`src/rtl/alu_rr_scheduler_pkg.sv`:
```
// Shared definitions for the two-requester ALU scheduler: opcode encodings,
// FSM state encoding and the legal-opcode check.
package alu_sched_pkg;

    localparam logic [5:0] OP_ADD = 6'b100000;
    localparam logic [5:0] OP_SUB = 6'b100010;
    localparam logic [5:0] OP_AND = 6'b100100;
    localparam logic [5:0] OP_OR  = 6'b100101;
    localparam logic [5:0] OP_XOR = 6'b100110;
    localparam logic [5:0] OP_SRA = 6'b000011;
    localparam logic [5:0] OP_SRL = 6'b000010;
    localparam logic [5:0] OP_NOR = 6'b100111;

    typedef enum logic [1:0] {
        IDLE = 2'd0,
        EXEC = 2'd1,
        RESP = 2'd2
    } state_t;

    function automatic logic is_legal_op(input logic [5:0] op);
        case (op)
            OP_ADD, OP_SUB, OP_AND, OP_OR,
            OP_XOR, OP_SRA, OP_SRL, OP_NOR: is_legal_op = 1'b1;
            default:                        is_legal_op = 1'b0;
        endcase
    endfunction

endpackage

```
`src/rtl/alu_rr_scheduler_arbiter.sv`:
```
// Two-input round-robin arbiter; purely combinational so any shared-resource
// block can pair it with its own last-grant register.
module rr_arbiter_2 (
    input  logic [1:0] valid,
    input  logic       last_grant,
    output logic       grant_id,
    output logic       grant_valid
);

    always_comb begin
        grant_valid = |valid;
        grant_id    = 1'b0;
        if (valid == 2'b11)
            grant_id = ~last_grant;
        else if (valid[1])
            grant_id = 1'b1;
    end

endmodule

```
`src/rtl/alu_rr_scheduler.sv`:
```
// Round-robin scheduler sharing one ALU between two valid/ready requesters.
// Optional macro ALU_SCHED_ILLEGAL_OP_CHECK_EN: reject illegal opcodes with rsp_err.
module alu_rr_scheduler #(
    parameter int NB_DATA = 8,
    parameter int NB_CODE = 6,
    parameter int ALU_LAT = 0
) (
    input  logic               clk,
    input  logic               rst_n,
    input  logic               req0_valid,
    input  logic               req1_valid,
    output logic               req0_ready,
    output logic               req1_ready,
    input  logic [NB_DATA-1:0] req0_a,
    input  logic [NB_DATA-1:0] req0_b,
    input  logic [NB_DATA-1:0] req1_a,
    input  logic [NB_DATA-1:0] req1_b,
    input  logic [NB_CODE-1:0] req0_op,
    input  logic [NB_CODE-1:0] req1_op,
    output logic               rsp0_valid,
    output logic               rsp1_valid,
    input  logic               rsp0_ready,
    input  logic               rsp1_ready,
    output logic [NB_DATA-1:0] rsp0_data,
    output logic [NB_DATA-1:0] rsp1_data,
    output logic               rsp_err,
    output logic [NB_DATA-1:0] alu_a,
    output logic [NB_DATA-1:0] alu_b,
    output logic [NB_CODE-1:0] alu_op,
    input  logic [NB_DATA-1:0] alu_result,
    output logic               busy,
    output logic               grant_id
);

    import alu_sched_pkg::*;

    localparam logic [2:0] LAT = 3'(ALU_LAT);

    state_t             state, state_d;
    logic               last_grant;
    logic               grant_q;
    logic [NB_DATA-1:0] a_q, b_q, result_q;
    logic [NB_CODE-1:0] op_q;
    logic [2:0]         cnt;

    logic               arb_grant, arb_valid;
    logic               hs, op_ok, sel_rsp_ready;
    logic [NB_DATA-1:0] sel_a, sel_b;
    logic [NB_CODE-1:0] sel_op;

    rr_arbiter_2 u_arb (
        .valid       ({req1_valid, req0_valid}),
        .last_grant  (last_grant),
        .grant_id    (arb_grant),
        .grant_valid (arb_valid)
    );

    assign sel_a         = arb_grant ? req1_a  : req0_a;
    assign sel_b         = arb_grant ? req1_b  : req0_b;
    assign sel_op        = arb_grant ? req1_op : req0_op;
    assign sel_rsp_ready = grant_q ? rsp1_ready : rsp0_ready;

    always_comb begin
        state_d = state;
        hs      = 1'b0;
        op_ok   = 1'b1;
`ifdef ALU_SCHED_ILLEGAL_OP_CHECK_EN
        op_ok   = is_legal_op(6'(sel_op));
`endif
        case (state)
            IDLE: if (arb_valid) begin
                hs      = 1'b1;
                state_d = op_ok ? EXEC : RESP;
            end
            EXEC: if (cnt == LAT) state_d = RESP;
            RESP: if (sel_rsp_ready) state_d = IDLE;
            default: state_d = IDLE;
        endcase
    end

    // Ready is gated by rst_n so a handshake coinciding with reset is never seen as taken.
    assign req0_ready = rst_n && hs && !arb_grant;
    assign req1_ready = rst_n && hs &&  arb_grant;

`ifdef ALU_SCHED_ILLEGAL_OP_CHECK_EN
    logic err_q;

    always_ff @(posedge clk) begin
        if (!rst_n)
            err_q <= 1'b0;
        else if (state == IDLE && hs)
            err_q <= ~op_ok;
    end

    assign rsp_err = (state == RESP) && err_q;
`else
    assign rsp_err = 1'b0;
`endif

    always_ff @(posedge clk) begin
        if (!rst_n) begin
            state      <= IDLE;
            last_grant <= 1'b1;
            grant_q    <= 1'b0;
            a_q        <= '0;
            b_q        <= '0;
            op_q       <= '0;
            result_q   <= '0;
            cnt        <= '0;
        end else begin
            state <= state_d;
            case (state)
                IDLE: if (hs) begin
                    a_q     <= sel_a;
                    b_q     <= sel_b;
                    grant_q <= arb_grant;
                    cnt     <= '0;
                    if (op_ok)
                        op_q <= sel_op;
                    else
                        result_q <= '0;
                end
                EXEC: begin
                    cnt <= cnt + 3'd1;
                    if (cnt == LAT)
                        result_q <= alu_result;
                end
                RESP: if (sel_rsp_ready) last_grant <= grant_q;
                default: ;
            endcase
        end
    end

    assign alu_a      = a_q;
    assign alu_b      = b_q;
    assign alu_op     = op_q;
    assign busy       = (state != IDLE);
    assign grant_id   = grant_q;
    assign rsp0_valid = (state == RESP) && !grant_q;
    assign rsp1_valid = (state == RESP) &&  grant_q;
    assign rsp0_data  = rsp0_valid ? result_q : '0;
    assign rsp1_data  = rsp1_valid ? result_q : '0;

endmodule

```
`config.mk`:
```
export PLATFORM = sky130hd
export DESIGN_NAME = alu_rr_scheduler
export DESIGN_NICKNAME = d
export VERILOG_FILES = /design/src/rtl/alu_rr_scheduler_pkg.sv /design/src/rtl/alu_rr_scheduler_arbiter.sv /design/src/rtl/alu_rr_scheduler.sv
export SDC_FILE = /design/constraint.sdc
export NUM_CORES = 1
export LEC_CHECK = 0
export CORE_MARGIN = 5
export CORE_UTILIZATION = 40
export CTS_CLUSTER_SIZE = 25
export DETAILED_ROUTE_END_ITERATION = 10
export PLACE_DENSITY = 0.93
export SKIP_CTS_REPAIR_TIMING = 1
export SYNTH_ARGS = -nofsm -noshare
export SYNTH_HDL_FRONTEND = slang
export SYNTH_SLANG_ARGS = --single-unit
```
`constraint.sdc`:
```
create_clock -name clk -period 2.4 [get_ports clk]
set_input_delay 0.24 -clock clk [delete_from_list [all_inputs] [get_ports clk]]
set_output_delay 0.24 -clock clk [all_outputs]
set_load 0.05 [all_outputs]
```
# [After elaboration in Yosys (flattened, before gate mapping)]
# Cells that the tools add are included.
[word_totals] out_inout_bits=45 register_bits=37 inputBits=58
[classes] n_addsub=1 n_mux=16 bitwise_logic=1 n_reduce_logical=17 eq_ne=7
[op_table] op="8-bit 2-to-1 mux" count=4
[op_table] op="2-bit inequality test, second input constant" count=4
[op_table] op="2-bit AND reduction" count=4
[op_table] op="2-bit 2-to-1 mux" count=3
[op_table] op="6-bit 2-to-1 mux" count=1
[op_table] op="2-bit one-hot mux with 3 select lines" count=1
[op_table] op="3-bit one-hot mux with 2 select lines" count=1
[op_table] op="1-bit logical AND" count=5
[op_table] op="1-bit 2-to-1 mux" count=5
[op_table] op="2-bit equality test, second input constant" count=2
[op_table] op="2-bit nonzero test" count=2
[op_table] op="3-bit by 1-bit adder with 3-bit output, second input constant" count=1
[op_table] op="3-bit logical NOT" count=1
[op_table] op="3-bit 2-to-1 mux" count=1
[op_table] op="3-bit AND reduction" count=1
[op_table] op="2-bit by 1-bit equality test with 1-bit output, second input constant" count=1
[op_table] op="1-bit logical NOT" count=2
[op_table] op="2-bit logical NOT" count=1
[op_table] op="2-bit OR reduction" count=1
[op_table] op="1-bit inverter" count=1

# [Depth between registers and ports, before layout]
[depth] ltp_word=5 mapped_depth=6 ltp_nobuf=5

# [Modules after synthesis]
# Synthesis repeated with hierarchy kept, for this count alone.
[unflattened] cells_unflattened=166 area_unflattened_um2=1710.4
[by_module_without_submodules] module="alu_rr_scheduler" area_each_um2=1696.6 cells_per_inst=164 seq_area_each_um2=740.7 instances=1
[by_module_without_submodules] module="rr_arbiter_2" area_each_um2=13.8 cells_per_inst=2 seq_area_each_um2=0.0 instances=1

# [Worst setup path before layout]
# No wires, ideal clock.
[synth_path] kind="reg-to-output" start="register state[0]" end="output port req0_ready" arrival_ps=2205 t_required_ps=2160 stages_incl_launch_ff=5 slack_ps=-45 cell_sequence="dfxtp_1 -> or3b_1 -> buf_2 -> buf_1 -> nor3b_1"
[synth_via] elab_chain_cells=4
[synth_lines] item="from (decl)" line_no="alu_rr_scheduler.sv:39" source="state_t state, state_d;"
[synth_lines] item="from (signal assigned)" line_no="alu_rr_scheduler.sv:111" source="state <= state_d;"
[synth_lines] item="2-bit logical NOT" line_no="alu_rr_scheduler.sv:70" source="case (state)"
[synth_lines] item="1-bit 2-to-1 mux" line_no="alu_rr_scheduler.sv:70"
[synth_lines] item="1-bit logical AND (2 in series)" line_no="alu_rr_scheduler.sv:82" source="assign req0_ready = rst_n && hs && !arb_grant;"
[synth_lines] item="to (decl)" line_no="alu_rr_scheduler.sv:12" source="output logic req0_ready,"
# Every way passes these cells.

# [Worst setup path in the final report]
[layout_path] start="register state[1]" end="output port rsp0_data[5]"
[layout_via] elab_chain_cells=3
[layout_lines] item="2-bit equality test" line_no="alu_rr_scheduler.sv:139" source="assign rsp0_valid = (state == RESP) && !grant_q;"
[layout_lines] item="1-bit logical AND" line_no="alu_rr_scheduler.sv:139"
[layout_lines] item="8-bit 2-to-1 mux" line_no="alu_rr_scheduler.sv:141" source="assign rsp0_data = rsp0_valid ? result_q : '0;"
[layout_lines] item="to (decl)" line_no="alu_rr_scheduler.sv:24" source="output logic [NB_DATA-1:0] rsp0_data,"
# Every way passes these cells.

==> flow_summary_export.csv <==
group,metric,value,unit
synth,ys_warn_count,0,
pwr,clkPwrFrac,29.0,%
final_layout,fillers,320,
route,wl_per_cell,15.54,um
placed_design,dpl.hpwl,4.193,mm
clock_tree,clockBufferDepth,2,
route,drc,0,
final_layout,syn2layout_area_growth,73.60,%
floorplan,die_area,5796,um2
sta,fmax,486.9,MHz
placed_design,dp_slack,0.3849,ns
sta,worst_pin_slew,0.8444,ns
final_layout,instances_no_fill,347,
critical_path,cp_slowest_stage_delay,0.52,ns
route,first_pass_iters,4,
critical_path,rrSetupSlack,0.68,ns
clock_tree,h-tree-depth,2,
route,ant_nets,0,
route,via_per_inst,5.254,
synth,synth_cells,194,
clock_tree,clkTransAtPathRegs,0.07,ns
final_layout,drive_gt1_share,14.92,%
sta,fin_ws,0.3463,ns
sta,setup_viol,0,
pwr,share_seq_of_total_power,38.1,%
synth,synth_cell_types,34,
critical_path,cp-end-kind,"primary output",
floorplan,fp-row-count,24,
pwr,p_sw,615.0,uW
global_routing,grt_pass1_vias,1842,
sta,slew_violations,0,
sta,fin_hold_ws,0.4953,ns
global_routing,antenna_found_initial,0,
final_layout,multiInputGateArea,914.6,um2
global_routing,overflow,0,
synth,synth_edf_count,0,
worst_hold_path,min_from,"alu_b[1]",
synth,ys_seq_area_share,42.35,%
global_routing,grt_max_degree,25,
critical_path,path_cells,"nor2b_1, nor2b_1, and2_1, buf_12",
floorplan,start_util,40.73,%
pwr,internal-power,1295,uW
final_layout,diodes,0,
sta,skew,0.006381,ns
final_layout,final-seq-area,740.7,um2
pwr,comb_power_share,32.9,%
synth,synth_seq_cells,37,
pwr,p_per_area,628.9,nW/um2
synth,syn_nets,254,
critical_path,worst_path_most_repeated_cell,"nor2b_1",
route,dr_total_vias,1823,
run,cap_viol_max_count,0,
synth,synth_top_area_share,42.35,%
floorplan,pin_count,103,
sta,fin_crit,2.054,ns
critical_path,start_kind,"flip-flop",
critical_path,required,2.16,ns
synth,async_reset_ff_share,0,%
floorplan,fp.dieH,76.13,um
global_routing,grt_usage,18.40,%
clock_tree,root_buffer,"clkbuf_8",
synth,avgSynthCellArea,9.016,um2
synth,synth_largest_area_cell,"dfxtp_1",
critical_path,rr_startpoint,"state[0]",
synth,synth_top_cells_by_area,"dfxtp_1 (42%), a221o_1 (13%), nor3_1 (6.3%), nand2_1 (5.4%), mux2i_1 (5.2%)",
placed_design,port-buffer-count,101,
worst_hold_path,hold_path.class,"flip-flop to flip-flop",
final_layout,num-nets-final,354,
critical_path,criticalPathCategory,"flip-flop to primary output",
route,drt_iter0_drc,89,
sta,final.setup.tns,0,ns
critical_path,worstPathMaxFanout,9,
clock_tree,cts_buffers,5,
clock_tree,clock_sinks,37,
floorplan,core_area,4294,um2
synth,syn_area,1749,um2
placed_design,place_congestion,0.7429,
sta,max-slew-margin-rel,43.71,%
sta,rsz0062_at_grt,"no",
pwr,ir_worst_vdd,0.5431,mV
global_routing,grt_pass1_wl,8.790,mm
clock_tree,cts_tree,"yes",
synth,ys.flop_type,"dfxtp_1",
pwr,leakage,0.001238,uW
pwr,switching_share,32.20,%
route,wl,5.393,mm
sta,hold_viol_final,0,
critical_path,crit_arrival,1.81,ns
final_layout,postLayoutCoreUtil,70.72,%
clock_tree,clock_latency,0.29,ns
critical_path,worst_path_max_delay_cell,"nor2b_1",
critical_path,cp-startpoint,"state[1]",
floorplan,die_width,76.13,um
placed_design,dp.cells,339,
run_status,outcome,"completed",
sta,period_share,85.57,%
==> cell type report <==
| type | count | area share, % |
|---|---|---|
| tap | 52 | 2.143 |
| clock inverter | 2 | 1.236 |
| sequential | 37 | 24.39 |
| inverter | 4 | 0.4944 |
| clock buffer | 6 | 2.719 |
| multi-input combinational | 134 | 30.12 |
| timing repair buffer | 112 | 38.90 |
==> placed cells by master (no fill, tap or decap), drive strengths merged <==
| master | netlist | final |
|---|---|---|
| nand2 | 25 | 25 |
| o211ai | 2 | 2 |
| buf | 6 | 31 |
| inv | 4 | 4 |
| a21boi | 2 | 2 |
| nor3 | 22 | 22 |
| o31ai | 1 | 1 |
| or3b | 1 | 1 |
| nand2b | 1 | 1 |
| a211oi | 1 | 1 |
| bufinv | 0 | 1 |
| a21o | 1 | 1 |
| ha | 2 | 2 |
| a31oi | 1 | 1 |
| clkdlybuf4s50 | 0 | 81 |
| or2 | 1 | 1 |
| mux2i | 9 | 9 |
| nor3b | 1 | 1 |
| and3b | 1 | 1 |
| a21oi | 2 | 2 |
| o21a | 2 | 2 |
| o21ai | 1 | 1 |
| nand3 | 1 | 1 |
| and3 | 8 | 8 |
| nor2 | 2 | 2 |
| nor4bb | 1 | 1 |
| conb | 1 | 1 |
| clkbuf | 13 | 6 |
| clkinvlp | 0 | 1 |
| xor2 | 1 | 1 |
| dfxtp | 37 | 37 |
| a221o | 22 | 22 |
| nor2b | 13 | 13 |
| and2 | 9 | 9 |
==> worst max-delay path: cells and delay by family, from the launching register on <==
kind                   cells  cell delay, ns
flip-flops                 1            0.42
buffers and inverters      1            0.15
AND/OR/NAND/NOR            3            0.96
==> sequential cells by signal, indices dropped and copies added, names as in the netlist <==
name,cells
alu_a,8
alu_b,8
alu_op,6
cnt,3
grant_id,1
last_grant,1
result_q,8
state,2
==> stage by stage <==
step	total power, uW	cell area, um2
floorplan	1098	1754
global placement	1351	2917
detailed placement	1368	2917
CTS	1923	3037
global route	1994	3037
finish	1910	3037
==> cells in the mapped netlist (2+ instances only) <==
cell type   n
a21boi_0    2
a21oi_1     2
a221o_1    22
and2_1      9
and3_1      8
buf_2       2
buf_6       2
clkbuf_1   13
dfxtp_1    37
ha_1        2
inv_1       4
mux2i_1     9
nand2_1    25
nor2_1      2
nor2b_1    13
nor3_1     22
o211ai_1    2
o21a_1      2
==> routing by layer <==
layer / track usage, % / vias up / wire (um)
met2: 31.68 / 96 / 2591
met5: 0 / - / 0
li1: - / 891 / -
met1: 20.29 / 827 / 2145
met4: 6.993 / 0 / 89
met3: 7.092 / 9 / 566
==> cells by family after synthesis <==
logic type / Yosys count / synth area share [%]
and+or+nand+nor: 86 / 25.82
DFF: 37 / 42.35
AOI/OAI and AO/OA: 35 / 18.38
buffers and inverters: 23 / 6.151
muxes: 9 / 5.150
adders and majority gates: 2 / 1.430
other: 1 / 0.2144
xor gates and xnor gates: 1 / 0.5008
==> power by group through the flow <==
| stage | clock, uW | combinational [uW] | sequential, uW |
|---|---|---|---|
| floorplan | 0 | 219 | 879 |
| finish | 555 | 628 | 728 |
| CTS | 566 | 630 | 727 |
| detailed placement | 0 | 630 | 738 |
| global placement | 0 | 616 | 735 |
| global route | 595 | 662 | 736 |
==> final timing paths <==
path | cells after the start | to
setup / recovery | 4 | rsp0_data[5]
hold / removal | 1 | alu_b[1]
setup reg to reg | 3 | alu_b[7]
hold reg to reg | 1 | alu_b[1]
(Power assumes the default switching activity.)
